[src/rtl/time_header_square.sv]
// time_header_square
// Placement and visibility control for the 32x16 "TIME" header bitmap.
// Turns the VGA scan position into an inside-rectangle flag plus X/Y
// offsets relative to the header origin, and runs a frame-synchronous
// blink state machine that flashes the header when time is low and
// hides it when the game is not running.
module time_header_square #(
   parameter int TOP_LEFT_X      = 560,
   parameter int TOP_LEFT_Y      = 8,
   parameter int OBJECT_WIDTH_X  = 32,
   parameter int OBJECT_HEIGHT_Y = 16,
   parameter int BLINK_FRAMES    = 15
) (
   input  logic        clk,
   input  logic        resetN,
   input  logic [10:0] pixelX,
   input  logic [10:0] pixelY,
   input  logic        startOfFrame,
   input  logic        enable,
   input  logic        timeLow,
   output logic        InsideRectangle,
   output logic [10:0] offsetX,
   output logic [10:0] offsetY,
   output logic        headerVisible
);

   typedef enum logic [1:0] {
      HIDE      = 2'd0,
      SHOW      = 2'd1,
      BLINK_ON  = 2'd2,
      BLINK_OFF = 2'd3
   } state_t;

   // Rectangle bounds held in 12 bits so origin + size can never wrap.
   localparam logic [11:0] X_LO = 12'(TOP_LEFT_X);
   localparam logic [11:0] X_HI = 12'(TOP_LEFT_X + OBJECT_WIDTH_X);
   localparam logic [11:0] Y_LO = 12'(TOP_LEFT_Y);
   localparam logic [11:0] Y_HI = 12'(TOP_LEFT_Y + OBJECT_HEIGHT_Y);

   // Last frame-count value of a blink phase; a phase spans BLINK_FRAMES frames.
   localparam logic [7:0] CNT_LAST = 8'(BLINK_FRAMES - 1);

   state_t      state_q, state_d;
   logic [7:0]  cnt_q, cnt_d;

   logic        inside_q, inside_d;
   logic [10:0] offx_q, offx_d;
   logic [10:0] offy_q, offy_d;

   logic [11:0] px12;
   logic [11:0] py12;

   assign px12 = {1'b0, pixelX};
   assign py12 = {1'b0, pixelY};

   // Visibility is a pure decode of the registered state.
   assign headerVisible = (state_q == SHOW) || (state_q == BLINK_ON);

   // Blink FSM state and frame counter registers.
   always_ff @(posedge clk or negedge resetN) begin
      if (!resetN) begin
         state_q <= HIDE;
         cnt_q   <= 8'd0;
      end else begin
         state_q <= state_d;
         cnt_q   <= cnt_d;
      end
   end

   // Next-state logic: only a start-of-frame pulse may move the FSM, so
   // visibility never changes in the middle of a frame.
   always_comb begin
      state_d = state_q;
      cnt_d   = cnt_q;
      if (startOfFrame) begin
         if (!enable) begin
            state_d = HIDE;
         end else begin
            case (state_q)
               HIDE: begin
                  state_d = SHOW;
               end
               SHOW: begin
                  if (timeLow) begin
                     state_d = BLINK_ON;
                     cnt_d   = 8'd0;
                  end
               end
               BLINK_ON, BLINK_OFF: begin
                  if (!timeLow) begin
                     state_d = SHOW;
                  end else if (cnt_q == CNT_LAST) begin
                     state_d = (state_q == BLINK_ON) ? BLINK_OFF : BLINK_ON;
                     cnt_d   = 8'd0;
                  end else begin
                     cnt_d = cnt_q + 8'd1;
                  end
               end
               default: begin
                  state_d = HIDE;
               end
            endcase
         end
      end
   end

   // Hit test and offsets; offsets are forced to zero outside the header
   // so the bitmap is never indexed out of range.
   always_comb begin
      inside_d = (px12 >= X_LO) && (px12 < X_HI) &&
                 (py12 >= Y_LO) && (py12 < Y_HI) &&
                 headerVisible;
      offx_d   = 11'd0;
      offy_d   = 11'd0;
      if (inside_d) begin
         offx_d = pixelX - X_LO[10:0];
         offy_d = pixelY - Y_LO[10:0];
      end
   end

   // One-cycle registered request outputs toward the bitmap.
   always_ff @(posedge clk or negedge resetN) begin
      if (!resetN) begin
         inside_q <= 1'b0;
         offx_q   <= 11'd0;
         offy_q   <= 11'd0;
      end else begin
         inside_q <= inside_d;
         offx_q   <= offx_d;
         offy_q   <= offy_d;
      end
   end

   assign InsideRectangle = inside_q;
   assign offsetX         = offx_q;
   assign offsetY         = offy_q;

endmodule

[config.mk]
export PLATFORM = sky130hd
export DESIGN_NAME = time_header_square
export DESIGN_NICKNAME = d
export VERILOG_FILES = /design/src/rtl/time_header_square.sv
export SDC_FILE = /design/constraint.sdc
export NUM_CORES = 1
export LEC_CHECK = 0
export BUFFER_PORTS_ARGS = -buffer_cell sky130_fd_sc_hd__buf_2
export CAP_MARGIN = 5
export CORE_MARGIN = 2
export CORE_UTILIZATION = 30
export CTS_CLUSTER_SIZE = 10
export DETAILED_ROUTE_END_ITERATION = 10
export SYNTH_ARGS = -nofsm -noshare
export SYNTH_HDL_FRONTEND = slang
export SYNTH_SLANG_ARGS = --single-unit
[constraint.sdc]
create_clock -name clk -period 2.38 [get_ports clk]
set_input_delay 0.238 -clock clk [delete_from_list [all_inputs] [get_ports clk]]
set_output_delay 0.238 -clock clk [all_outputs]
set_load 0.01 [all_outputs]
==> impl_metrics.ini <==
[run_status]
status = completed

[setup_path]
critical_path.cell_chain = inv_1, ha_1, nor2_1, o221ai_1, nor2_1, mux2_2
cell_with_the_largest_stage_delay_on_the_worst_path = sky130_fd_sc_hd__o221ai_1
rrSetupSlack_ps = 380
path_class = reg -> reg
critical_path.startpoint_type = flip-flop
cp_data_required_time_ps = 2550
critPathTopFamily = compound AO/OA/AOI/OAI gates
worstSetupEndpointType = flip-flop
path_buf_inv = 1
worst-path-max-fanout = 9
worst-endpoint-arrival_ps = 2170
critical-path-top-cell-by-count = sky130_fd_sc_hd__nor2_1
critical_path.max_stage_delay_ps = 540

[timing]
setup-violations-final = 0
setup_total_negative_slack_ps = 0
finalCritPeriodShare_pct = 84.0
timing.slew.headroom_pct = 51.8
finalCriticalPeriod_ps = 2000
achievable-frequency_mhz = 500
count_of_pins_over_their_slew_limit = 0
hold_violations = 0
final.hold.worst_slack_ps = 6.74
timing_worst_slew_pin_value_ps = 723
rsz0062_at_grt = no
postLayoutSetupSlackWorst_ps = 381
finClkSkew_ps = 2.01

[floorplanning]
die_h_um = 78.6
core-area_um2 = 5440
die_w_um = 78.6
rows = 27
initial_core_utilization_pct = 30.7
die-area_um2 = 6170
boundaryPins = 51

[hold_path]
min_path_type = in -> async

[clocking]
cts_tree = yes
postCtsSetupBuffers = 0
cts_buffer_count = 5
cts_sinks = 33
worstSkewPairLatency_ps = 280
holdBufCountCts = 0
cts_clk_pin_slew_worst_paths_ps = 70
cts_max_path_buffers = 2
post_cts_resize_count = 0
root_buffer = sky130_fd_sc_hd__clkbuf_8
cts_h_tree_depth = 2

[routing]
first_pass_iters = 4
routedWlPerCell_um = 11.9
vias = 1346
drt-initial-drc-count = 132
drcViolationCount = 0
antenna_violating_nets_post_route = 0
final_wirelength_um = 3490
via_per_inst = 4.58

[global_route]
grt_util_all_layers_pct = 12.6
grt_pass1_vias = 1358
grt_start_max_net_pins = 34
grt_pass1_wl_um = 5930
grt_overflow_total = 0
antenna_found_initial = 0

[synthesis]
synth_warnings = 0
postSynthNetCount = 201
synth_top_flop_cell = sky130_fd_sc_hd__dfrtp_1
post_synthesis_cell_type_count = 42
asyncSetResetFlopFracSynth_pct = 100
synth_edf_count = 0
mappedNetlistArea_um2 = 1670
sequential_area_share_after_synthesis_pct = 49.5
yosys_register_bits = 33
post_synth_inst_count = 165
postSynthAreaPerCell_um2 = 10.1

[power]
power-per-cell-area_nw_per_um2 = 682
design_power_total_mw = 1.43
power.leakage_nw = 1.13
max-vdd-ir-drop_mv = 0.330

[placed_design]
half_perimeter_wire_length_of_the_detailed_placement_result_um = 2710
place_congestion = 0.795
io_buffers = 50
setup_slack_after_placement_ps = 383

[final_layout]
n_antenna_cell = 0
mostFrequentLayoutCell = sky130_fd_sc_hd__buf_2
layout-drive-gt1-share_pct = 30.6
areaGrowthSynthToFinish_pct = 25.8
layout.nets = 257
most_used_cells_in_the_layout_excluding_fill_and_tap_cells = sky130_fd_sc_hd__buf_2, sky130_fd_sc_hd__dfrtp_1, sky130_fd_sc_hd__nor2_1

[flow_run]
maxCapViolCount = 0
## through the flow
stage               util [%]  cell area (um2)  std cells
CTS                     38.6             2100        294
global route            38.6             2100        294
finish                  38.6             2100        294
detailed placement      36.7             2000        286
floorplan                  -             1670        165
global placement        36.7             2000        286
## area by class of cell
cell class | count | area (um2)
fill | 535 | 3340
sequential | 33 | 826
multi-input combinational | 112 | 752
timing repair buffer | 52 | 265
clock buffer | 7 | 96.3
tap | 72 | 90.1
inverter | 17 | 63.8
clock inverter | 1 | 5.00
## flip-flops by register name (all words and copies together) (netlist names)
| signal | flops |
|---|---|
| offsetX | 11 |
| offsetY | 11 |
| InsideRectangle | 1 |
| cnt_q | 8 |
| state_q | 2 |
## worst reg2reg max path, delay by kind of cell, from the launching register on
kind / cells / cell delay, ps
AOI/OAI and AO/OA: 1 / 540
muxes: 1 / 310
DFF: 1 / 440
buffers and inverters: 1 / 100
adders and majority gates: 1 / 220
and+or+nand+nor: 2 / 290
## report_power, final
group | leakage, nW | internal (mW) | total, mW | switching (mW)
registers | 0.459 | 0.591 | 0.633 | 0.0422
clock network | 0.0542 | 0.261 | 0.461 | 0.200
logic | 0.618 | 0.138 | 0.337 | 0.199
## cells by family (layout without fill, tap and decap cells)
family          count (synthesis)  count (layout)  synth area share (%)
simple gates                   63              63                  20.1
fa+ha+maj                       9               9                  6.75
flops                          33              33                  49.5
compound gates                 29              29                  12.2
buf+inv                        20              77                  5.40
xor+xnor                        8               8                  4.20
mux                             3               3                  1.88
## final timing paths
check,cells after the start,startpoint,to
max,6,state_q[1],cnt_q[0]
min,1,resetN,offsetY[9]
max reg2reg,6,state_q[1],cnt_q[0]
min reg2reg,1,cnt_q[6],cnt_q[6]
max in group asynchronous,1,resetN,state_q[1]
min in group clk,2,pixelX[4],offsetX[4]
## layer usage
metal	routed length (um)	track usage [%]	vias to the layer above	part of all wire (%)
met1	1550	14.3	623	44
met3	283	6.21	6	8.1
met4	73	5.26	0	2.1
met2	1590	20.0	38	46
met5	0	0	-	0
li1	-	-	679	-
## synthesized netlist by cell type (3+ instances only)
master / instances / share of area, %
sky130_fd_sc_hd__nand2_1: 3 / 0.68
sky130_fd_sc_hd__nor2_1: 29 / 6.5
sky130_fd_sc_hd__xor2_1: 3 / 1.6
sky130_fd_sc_hd__nand3_1: 4 / 1.2
sky130_fd_sc_hd__inv_1: 17 / 3.8
sky130_fd_sc_hd__or3_1: 3 / 1.1
sky130_fd_sc_hd__a21oi_1: 8 / 2.4
sky130_fd_sc_hd__o21ai_0: 8 / 2.4
sky130_fd_sc_hd__ha_1: 9 / 6.8
sky130_fd_sc_hd__xnor2_1: 5 / 2.6
sky130_fd_sc_hd__dfrtp_1: 33 / 50
sky130_fd_sc_hd__a22o_1: 3 / 1.6
No activity file was read; power rests on OpenSTA's default activity.
